File: config.mk
export PLATFORM = sky130hd
export DESIGN_NAME = om_packer
export DESIGN_NICKNAME = d
export VERILOG_FILES = /design/src/rtl/om_packer.sv
export SDC_FILE = /design/constraint.sdc
export NUM_CORES = 1
export LEC_CHECK = 0
export ABC_AREA = 0
export CORE_AREA = 4 4 148 150
export CTS_CLUSTER_DIAMETER = 30
export DETAILED_ROUTE_END_ITERATION = 8
export DIE_AREA = 0 0 152 154
export PLACE_DENSITY_LB_ADDON = 0.05
export SLEW_MARGIN = 25
export SYNTH_ARGS = -nofsm -noshare
export SYNTH_HDL_FRONTEND = slang
export SYNTH_SLANG_ARGS = --single-unit
File: constraint.sdc
create_clock -name CLK -period 13.5 [get_ports CLK]
set_input_delay 3.375 -clock CLK [delete_from_list [all_inputs] [get_ports CLK]]
set_output_delay 3.375 -clock CLK [all_outputs]
set_load 0.1 [all_outputs]
File: src/rtl/om_packer.sv
// om_packer
//   Output-memory packer feeding the OM write-buffer register stage.
//   Each accepted signed accumulator result is rounded, arithmetically shifted
//   right and saturated to a 16-bit lane. Four lanes are packed into one
//   64-bit OMEM word, which is written at an incrementing, wrapping address.
//
// Ports
//   CLK          in   clock, rising edge
//   RSTN         in   asynchronous active-low reset
//   start        in   job start pulse, honoured only when idle
//   shift        in   right-shift amount, captured at start
//   acc_valid    in   acc_data valid this cycle
//   acc_data     in   signed accumulator result
//   acc_last     in   final element of the job (qualified by acc_valid)
//   ODST_o       out  OMEM word address
//   OMWrite_o    out  OMEM write strobe, single-cycle pulse
//   OMEM_Data_o  out  packed word, lane k = bits[16k+15:16k]
//   busy         out  high while packing a job
//   done         out  single-cycle pulse after the final write of a job
//   sat          out  sticky saturation flag for the current job
module om_packer #(
  parameter int ACC_W  = 32,
  parameter int LANE_W = 16,
  parameter int LANES  = 4,
  parameter int ADDR_W = 4
) (
  input  logic                     CLK,
  input  logic                     RSTN,
  input  logic                     start,
  input  logic [4:0]               shift,
  input  logic                     acc_valid,
  input  logic [ACC_W-1:0]         acc_data,
  input  logic                     acc_last,
  output logic [ADDR_W-1:0]        ODST_o,
  output logic                     OMWrite_o,
  output logic [LANES*LANE_W-1:0]  OMEM_Data_o,
  output logic                     busy,
  output logic                     done,
  output logic                     sat
);

  localparam int CNT_W  = $clog2(LANES);
  localparam int WORD_W = LANES * LANE_W;
  localparam int EXT_W  = ACC_W + 1;

  typedef enum logic [1:0] {
    ST_IDLE = 2'd0,
    ST_PACK = 2'd1,
    ST_DONE = 2'd2
  } state_t;

  state_t              state_r;
  state_t              state_s;
  logic [4:0]          shift_r;
  logic [ADDR_W-1:0]   addr_r;
  logic [CNT_W-1:0]    lane_cnt_r;
  logic [WORD_W-1:0]   pack_r;
  logic [WORD_W-1:0]   pack_s;
  logic [LANE_W:0]     conv_s;
  logic [LANE_W-1:0]   lane_s;
  logic                lane_sat_s;
  logic                accept_s;
  logic                flush_s;

  // Round-half-up, arithmetic right shift and saturate one accumulator value.
  // Worked at ACC_W+1 bits so adding the rounding constant cannot overflow.
  // Result is {saturated, lane}.
  function automatic logic [LANE_W:0] rescale(input logic [ACC_W-1:0] acc,
                                              input logic [4:0]       sh);
    logic signed [EXT_W-1:0] ext;
    logic signed [EXT_W-1:0] rnd;
    logic signed [EXT_W-1:0] t;
    logic signed [EXT_W-1:0] lane_max;
    logic signed [EXT_W-1:0] lane_min;
    ext      = {acc[ACC_W-1], acc};
    lane_max = {{(EXT_W-LANE_W+1){1'b0}}, {(LANE_W-1){1'b1}}};
    lane_min = {{(EXT_W-LANE_W+1){1'b1}}, {(LANE_W-1){1'b0}}};
    if (sh != 5'd0) begin
      rnd = {{(EXT_W-1){1'b0}}, 1'b1} << (sh - 5'd1);
    end else begin
      rnd = '0;
    end
    t = (ext + rnd) >>> sh;
    if (t > lane_max) begin
      return {1'b1, 1'b0, {(LANE_W-1){1'b1}}};
    end else if (t < lane_min) begin
      return {1'b1, 1'b1, {(LANE_W-1){1'b0}}};
    end else begin
      return {1'b0, t[LANE_W-1:0]};
    end
  endfunction

  // Convert the incoming element and merge it into the current word.
  always_comb begin
    conv_s     = rescale(acc_data, shift_r);
    lane_s     = conv_s[LANE_W-1:0];
    lane_sat_s = conv_s[LANE_W];
    pack_s     = pack_r;
    pack_s[int'(lane_cnt_r)*LANE_W +: LANE_W] = lane_s;
    accept_s   = (state_r == ST_PACK) && acc_valid;
    // A word goes out when its last lane fills or the job ends early.
    flush_s    = accept_s && ((lane_cnt_r == CNT_W'(LANES-1)) || acc_last);
  end

  // Job sequencing: next-state decode.
  always_comb begin
    state_s = state_r;
    case (state_r)
      ST_IDLE: begin
        if (start) begin
          state_s = ST_PACK;
        end else begin
          state_s = ST_IDLE;
        end
      end
      ST_PACK: begin
        if (accept_s && acc_last) begin
          state_s = ST_DONE;
        end else begin
          state_s = ST_PACK;
        end
      end
      ST_DONE: state_s = ST_IDLE;
      default: state_s = ST_IDLE;
    endcase
  end

  // Job sequencing: state register.
  always_ff @(posedge CLK or negedge RSTN) begin
    if (!RSTN) begin
      state_r <= ST_IDLE;
    end else begin
      state_r <= state_s;
    end
  end

  // Pack register, lane/address counters and all registered outputs.
  always_ff @(posedge CLK or negedge RSTN) begin
    if (!RSTN) begin
      shift_r     <= 5'd0;
      addr_r      <= '0;
      lane_cnt_r  <= '0;
      pack_r      <= '0;
      ODST_o      <= '0;
      OMWrite_o   <= 1'b0;
      OMEM_Data_o <= '0;
      busy        <= 1'b0;
      done        <= 1'b0;
      sat         <= 1'b0;
    end else begin
      OMWrite_o <= 1'b0;
      // done trails the DONE state by a cycle so it lands after the last write.
      done      <= (state_r == ST_DONE);
      busy      <= (state_s == ST_PACK);
      if ((state_r == ST_IDLE) && start) begin
        shift_r    <= shift;
        addr_r     <= '0;
        lane_cnt_r <= '0;
        pack_r     <= '0;
        sat        <= 1'b0;
      end else if (accept_s) begin
        if (lane_sat_s) begin
          sat <= 1'b1;
        end
        if (flush_s) begin
          OMWrite_o   <= 1'b1;
          ODST_o      <= addr_r;
          OMEM_Data_o <= pack_s;
          pack_r      <= '0;
          lane_cnt_r  <= '0;
          addr_r      <= addr_r + ADDR_W'(1);
        end else begin
          pack_r     <= pack_s;
          lane_cnt_r <= lane_cnt_r + CNT_W'(1);
        end
      end
    end
  end

endmodule

## Yosys cells after proc, flatten, opt, wreduce, memory -nomap -nowiden

Cells that the tools add are included.

| operators by class | value |
|---|---|
| add/sub/neg operators | 5 |
| magnitude comparators | 2 |
| equal/unequal tests | 4 |
| shift-type cells | 4 |
| multiplexer cells | 22 |
| bitwise gates (word level) | 1 |
| reduce and logical (&&, ||, !) cells | 13 |

Operator list:

| cell | count |
|---|---|
| two-way mux 64 bit | 3 |
| bitwise mux 64 bit | 1 |
| variable shift 16 x 33 -> 64 bit, first input constant | 1 |
| indexed part select 16 x 33 -> 64 bit | 1 |
| two-way mux 17 bit | 2 |
| adder 32 x 33 -> 33 bit | 1 |
| greater-than comparator 33 x 16 -> 1 bit, second input constant | 1 |
| less-than comparator 33 x 16 -> 1 bit, second input constant | 1 |
| two-way mux 33 bit | 1 |
| negator 6 -> 33 bit | 1 |
| left shift 1 x 5 -> 33 bit, first input constant | 1 |
| >>> shifter 33 x 5 -> 33 bit | 1 |
| two-way mux 4 bit | 3 |
| two-way mux 2 bit | 4 |
| two-way mux 1 bit | 7 |
| nonzero test 2 bit | 3 |
| nonzero test 5 bit | 1 |
| subtractor 5 x 1 -> 5 bit, second input constant | 1 |
| adder 4 x 1 -> 4 bit, second input constant | 1 |
| == test 2 x 1 -> 1 bit, second input constant | 2 |
| == test 2 bit, second input constant | 2 |
| logical AND 1 bit | 4 |
| case mux 2 bit (2 select lines) | 1 |
| AND reduction 2 bit | 2 |
| 5 further kinds | 5 |

| storage, ports and cells | value |
|---|---|
| flip-flop bits (word level) | 149 |
| bits of input ports | 42 |
| output and inout port bits | 72 |

## Logic depth before layout (Yosys ltp)

| logic depth | value |
|---|---|
| depth after elaboration | 13 |
| mapped depth | 27 |

## Worst setup path after synthesis

OpenSTA, ideal clock, no wires.

| timing path | value |
|---|---|
| kind | input -> register |
| from | in acc_data[0] |
| to | reg OMEM_Data_o[49] |
| setup time | 0.134 ns |
| arrival | 7.175 ns |
| required time | 13.366 ns |
| setup slack | 6.191 ns |
| stages | 17 |
| path through | ha_1 -> inv_1 -> fa_1 -> nand2b_1 -> a21oi_1 -> o21ai_1 -> a21oi_2 -> o21ai_1 -> or2_0 -> mux4_2 -> mux4_2 -> nor2_1 -> o211a_1 -> a21oi_2 -> buf_6 -> a221oi_4 -> o22ai_1 |

| between the ends | value |
|---|---|
| longest elaborated chain between the ends | 7 |
| elaborated cells on any way between the ends | 8 |
| those cells by class | add/sub (1); order compare (2); shift (2); mux (3) |

RTL lines:

| element | line | text |
|---|---|---|
| from (decl) | 32 | `input logic [ACC_W-1:0] acc_data,` |
| adder 32 x 33 -> 33 bit (*) | 83 | `t = (ext + rnd) >>> sh;` |
| >>> shifter 33 x 5 -> 33 bit (*) | 83 |  |
| less-than comparator 33 x 16 -> 1 bit | 86 | `end else if (t < lane_min) begin` |
| two-way mux 17 bit | 86 |  |
| two-way mux 17 bit (*) | 84 | `if (t > lane_max) begin` |
| indexed part select 16 x 33 -> 64 bit (*) | 99 | `pack_s[int'(lane_cnt_r)*LANE_W +: LANE_W] = lane_s;` |
| bitwise mux 64 bit (*) | 99 |  |
| to (signal assigned) | 168 | `OMEM_Data_o <= pack_s;` |
| to (decl) | 36 | `output logic [LANES*LANE_W-1:0] OMEM_Data_o,` |

Mark *: on every way between the ends. The rest lies on a longest branch, timed or not.
A chain may end at the register's enable or synchronous reset.

## Worst setup path in the final report

| timing path | value |
|---|---|
| from | in acc_data[0] |
| to | reg OMEM_Data_o[20] |

Same word-level chain as after synthesis.

==> metrics.txt <==
status finished clean; worst skew pair latency 420 ps; # H-tree levels 4; Comb power frac 0.667; fill count 1909; cells after synthesis 1439; final slew viol count 0; TritonCTS clock tree yes; Final period util 0.639; grt total ovfl 0; met3 GRT Util 0.0332; Final setup viols 0; Tightest Pin Transition 1030 ps; VDD IR max 144 uV; post-synth top area share 0.324; ys flop type dfrtp_1; Worst setup EP type flop; Syn Area/Cell 8.01 um^2; Syn. warnings 0; drt total wl 38.3 mm; I/O pin count 114; relative slew slack 0.316; CP required 13820 ps; Final #Nets 1572; count of cell types in the netlist 96; # hold bufs at CTS 0; Hold WC Path Type reg2reg; CP Max Fanout 12; Post-DRT Antenna Nets 0; PortBufs 113; Yosys reg bits 149; number of synthesized flops with an enable pin 0; power per cell area 244 nW/um^2; reg2reg path depth 20; Setup Crit Path Kind in2reg; CTS root buf clkbuf_16; CP startpoint acc_data[0]; worst reg2reg setup slack 5970 ps; post-DP HPWL 27.1 mm; Leak 5.49 nW; ant diodes 0; final worst clock skew 8.78 ps; routed vias 11800; RSZ-0062 raised after global routing no; layout cell share with drive strength beyond 1 0.0732; Sum Neg Setup Slack 0 ps; RR Startpoint shift_r[0]$_DFFE_PN0P_; clock power share 0.147; global routing met2 resource utilization 0.533; TritonRoute pass-1 iters 6; first-pass GRT wire length 59.8 mm; Die H 154 um; num rows 53; switching power total 1.83 mW; clock period minus worst slack 8620 ps; Area Growth Syn to Fin 15.6%; max cap viols 0; crit start category primary input; initial antenna violation count 0; worst hold start state_r[0]$_DFF_PN0_; Vias/cell 6.61; post-synth top area cell dfrtp_1; vias in the first global route 11000; CTS buffer count 17; Hold Slack 463 ps; CTS resizes 0; Tot Pwr 3.25 mW; Switching Share 0.562; internal power 1.42 mW; Tot GR Track Use 0.315; register area share after synthesis 0.324; Chip Width 152 um; GP Congestion 0.998; largest net degree at the start of global routing 97; deepest clock path buffer count 2; Initial Util 0.557; Residual DRC 0; Synth Net Count 1521; Async S/R FF share, synth 1.00; Max Clock Freq 0.116 GHz; area of the mapped netlist 11500 um^2; Final Hold Fails 0; CP Capture Point OMEM_Data_o[20]$_DFFE_PN0P_; Iteration-0 DRC Markers 1125; mean routed wirelength per cell 21.6 um; Worst EP arrival 8940 ps; core box area 20700 um^2; clk sinks 149; Seq pwr share 0.186; Critical R2R Capture OMEM_Data_o[20]$_DFFE_PN0P_; clock-pin slew on the worst setup and hold paths 60 ps; met1 Track Usage GR 0.398; Synth area leaders dfrtp_1 (32%), nand2_1 (6.4%), a21oi_1 (5.6%); die area 23400 um^2; grt peak-use layer met2; Setup Buffers After CTS 0
-- placed cells by master, fill, tap and decap left out, types with 7 or more instances in the layout --
cell type / n
nand2_1: 196
dfrtp_1: 149
nor2_1: 140
a21oi_1: 128
clkdlybuf4s50_1: 112
o21ai_1: 98
o21ai_0: 78
nor3b_1: 48
ha_1: 39
mux2i_1: 35
a211oi_1: 34
nand3_1: 32
nor3_1: 26
inv_1: 21
o211ai_1: 21
buf_4: 18
and2_1: 17
clkbuf_16: 17
nand4_1: 16
xnor2_1: 14
and3_1: 14
xor2_1: 12
nor4_1: 12
a21o_1: 11
o22ai_1: 11
a31oi_1: 11
mux2_2: 9
o21a_1: 8
a21oi_2: 8
nand2b_1: 7
mux4_2: 7
a221oi_4: 7
inv_6: 7
-- worst max-delay path, cell delays in order --
cell and delay [ps]:
clkdlybuf4s50_1 460, ha_1 190, inv_1 60, fa_1 390, nand2b_1 180, a21oi_1 250, o21ai_1 290, a21oi_2 440
nor4_1 90, or4_4 570, mux2_2 340, o2bb2ai_1 190, mux2_2 310, o211a_1 150, a21oi_2 780, nand2_1 260
and2_1 350, o21ai_0 240
-- worst min path at each step --
stage                                   to  slack [ps]  depth (start not counted)
detailed placement          done$_DFF_PN0_         450                          1
global route         ODST_o[0]$_DFFE_PN0P_         500                          2
finish                      done$_DFF_PN0_         460                          1
global placement    pack_r[16]$_DFFE_PN0P_         460                          2
floorplan                   done$_DFF_PN0_         440                          1
CTS                         done$_DFF_PN0_         470                          1
-- cell type report --
class | count | area, um^2 | share of cell area
clock inverter | 15 | 165 | 0.0124
tap | 275 | 344 | 0.0258
inverter | 25 | 93.8 | 0.00705
multi-input combinational | 1166 | 7290 | 0.548
clock buffer | 17 | 425 | 0.0319
sequential | 149 | 3730 | 0.280
timing repair buffer | 131 | 1270 | 0.0952
-- per-layer routing --
layer	wire [um]	share of wire
met5	0	0
met4	1990	0.052
met3	2390	0.062
met2	18600	0.48
met1	15400	0.40
-- cells by family after synthesis --
family,count (synthesis),share of synthesized area
buffers and inverters,124,0.0446
AND/OR/NAND/NOR,553,0.234
other,1,0.000326
XOR/XNOR,26,0.0198
AO/OA/AOI/OAI,495,0.281
multiplexers,51,0.0529
flip-flops,149,0.324
adder cells (fa/ha/maj),40,0.0441
-- power by group through the flow --
stage                     combinational [mW]  sequential [mW]  clock, mW
after CTS                               2.13            0.603      0.480
final                                   2.17            0.604      0.476
after floorplan                         1.12             1.02          0
after global routing                    2.28            0.615      0.502
after detailed placement                2.12            0.611          0
after global placement                  2.11            0.607          0
-- Yosys cell counts (8+ instances only) --
| library cell | n |
|---|---|
| xor2_1 | 12 |
| o21ai_0 | 78 |
| and2_1 | 17 |
| inv_1 | 22 |
| o21ai_1 | 99 |
| mux2i_1 | 35 |
| a211oi_1 | 34 |
| and3_1 | 14 |
| o211ai_1 | 21 |
| dfrtp_1 | 149 |
| clkbuf_1 | 66 |
| a21oi_1 | 128 |
| o21a_1 | 8 |
| xnor2_1 | 14 |
| nor3b_1 | 48 |
| a21o_1 | 11 |
| nand2_1 | 197 |
| a21oi_2 | 8 |
| ha_1 | 39 |
| mux2_2 | 9 |
| nor4_1 | 12 |
| nor2_1 | 140 |
| nor3_1 | 26 |
| o22ai_1 | 11 |
| buf_2 | 18 |
| buf_1 | 10 |
| nand3_1 | 32 |
| a31oi_1 | 11 |
| nand4_1 | 16 |
-- flip-flops by register name, summed over array words and instances (netlist names) --
register,cells
state_r,2
OMEM_Data_o,64
addr_r,4
done,1
busy,1
ODST_o,4
pack_r,64
shift_r,5
lane_cnt_r,2
OMWrite_o,1
sat,1
-- stage by stage --
stage               cell area (um^2)  worst slack, ps  instances   util
CTS                            13300             4810       1778  0.643
global placement               12700             4560       1746  0.615
detailed placement             12700             4410       1746  0.615
finish                         13300             4880       1778  0.644
floorplan                      11500             6190       1439      -
global route                   13300             4570       1778  0.644
Note: power is estimated with default switching activity, not from simulation.
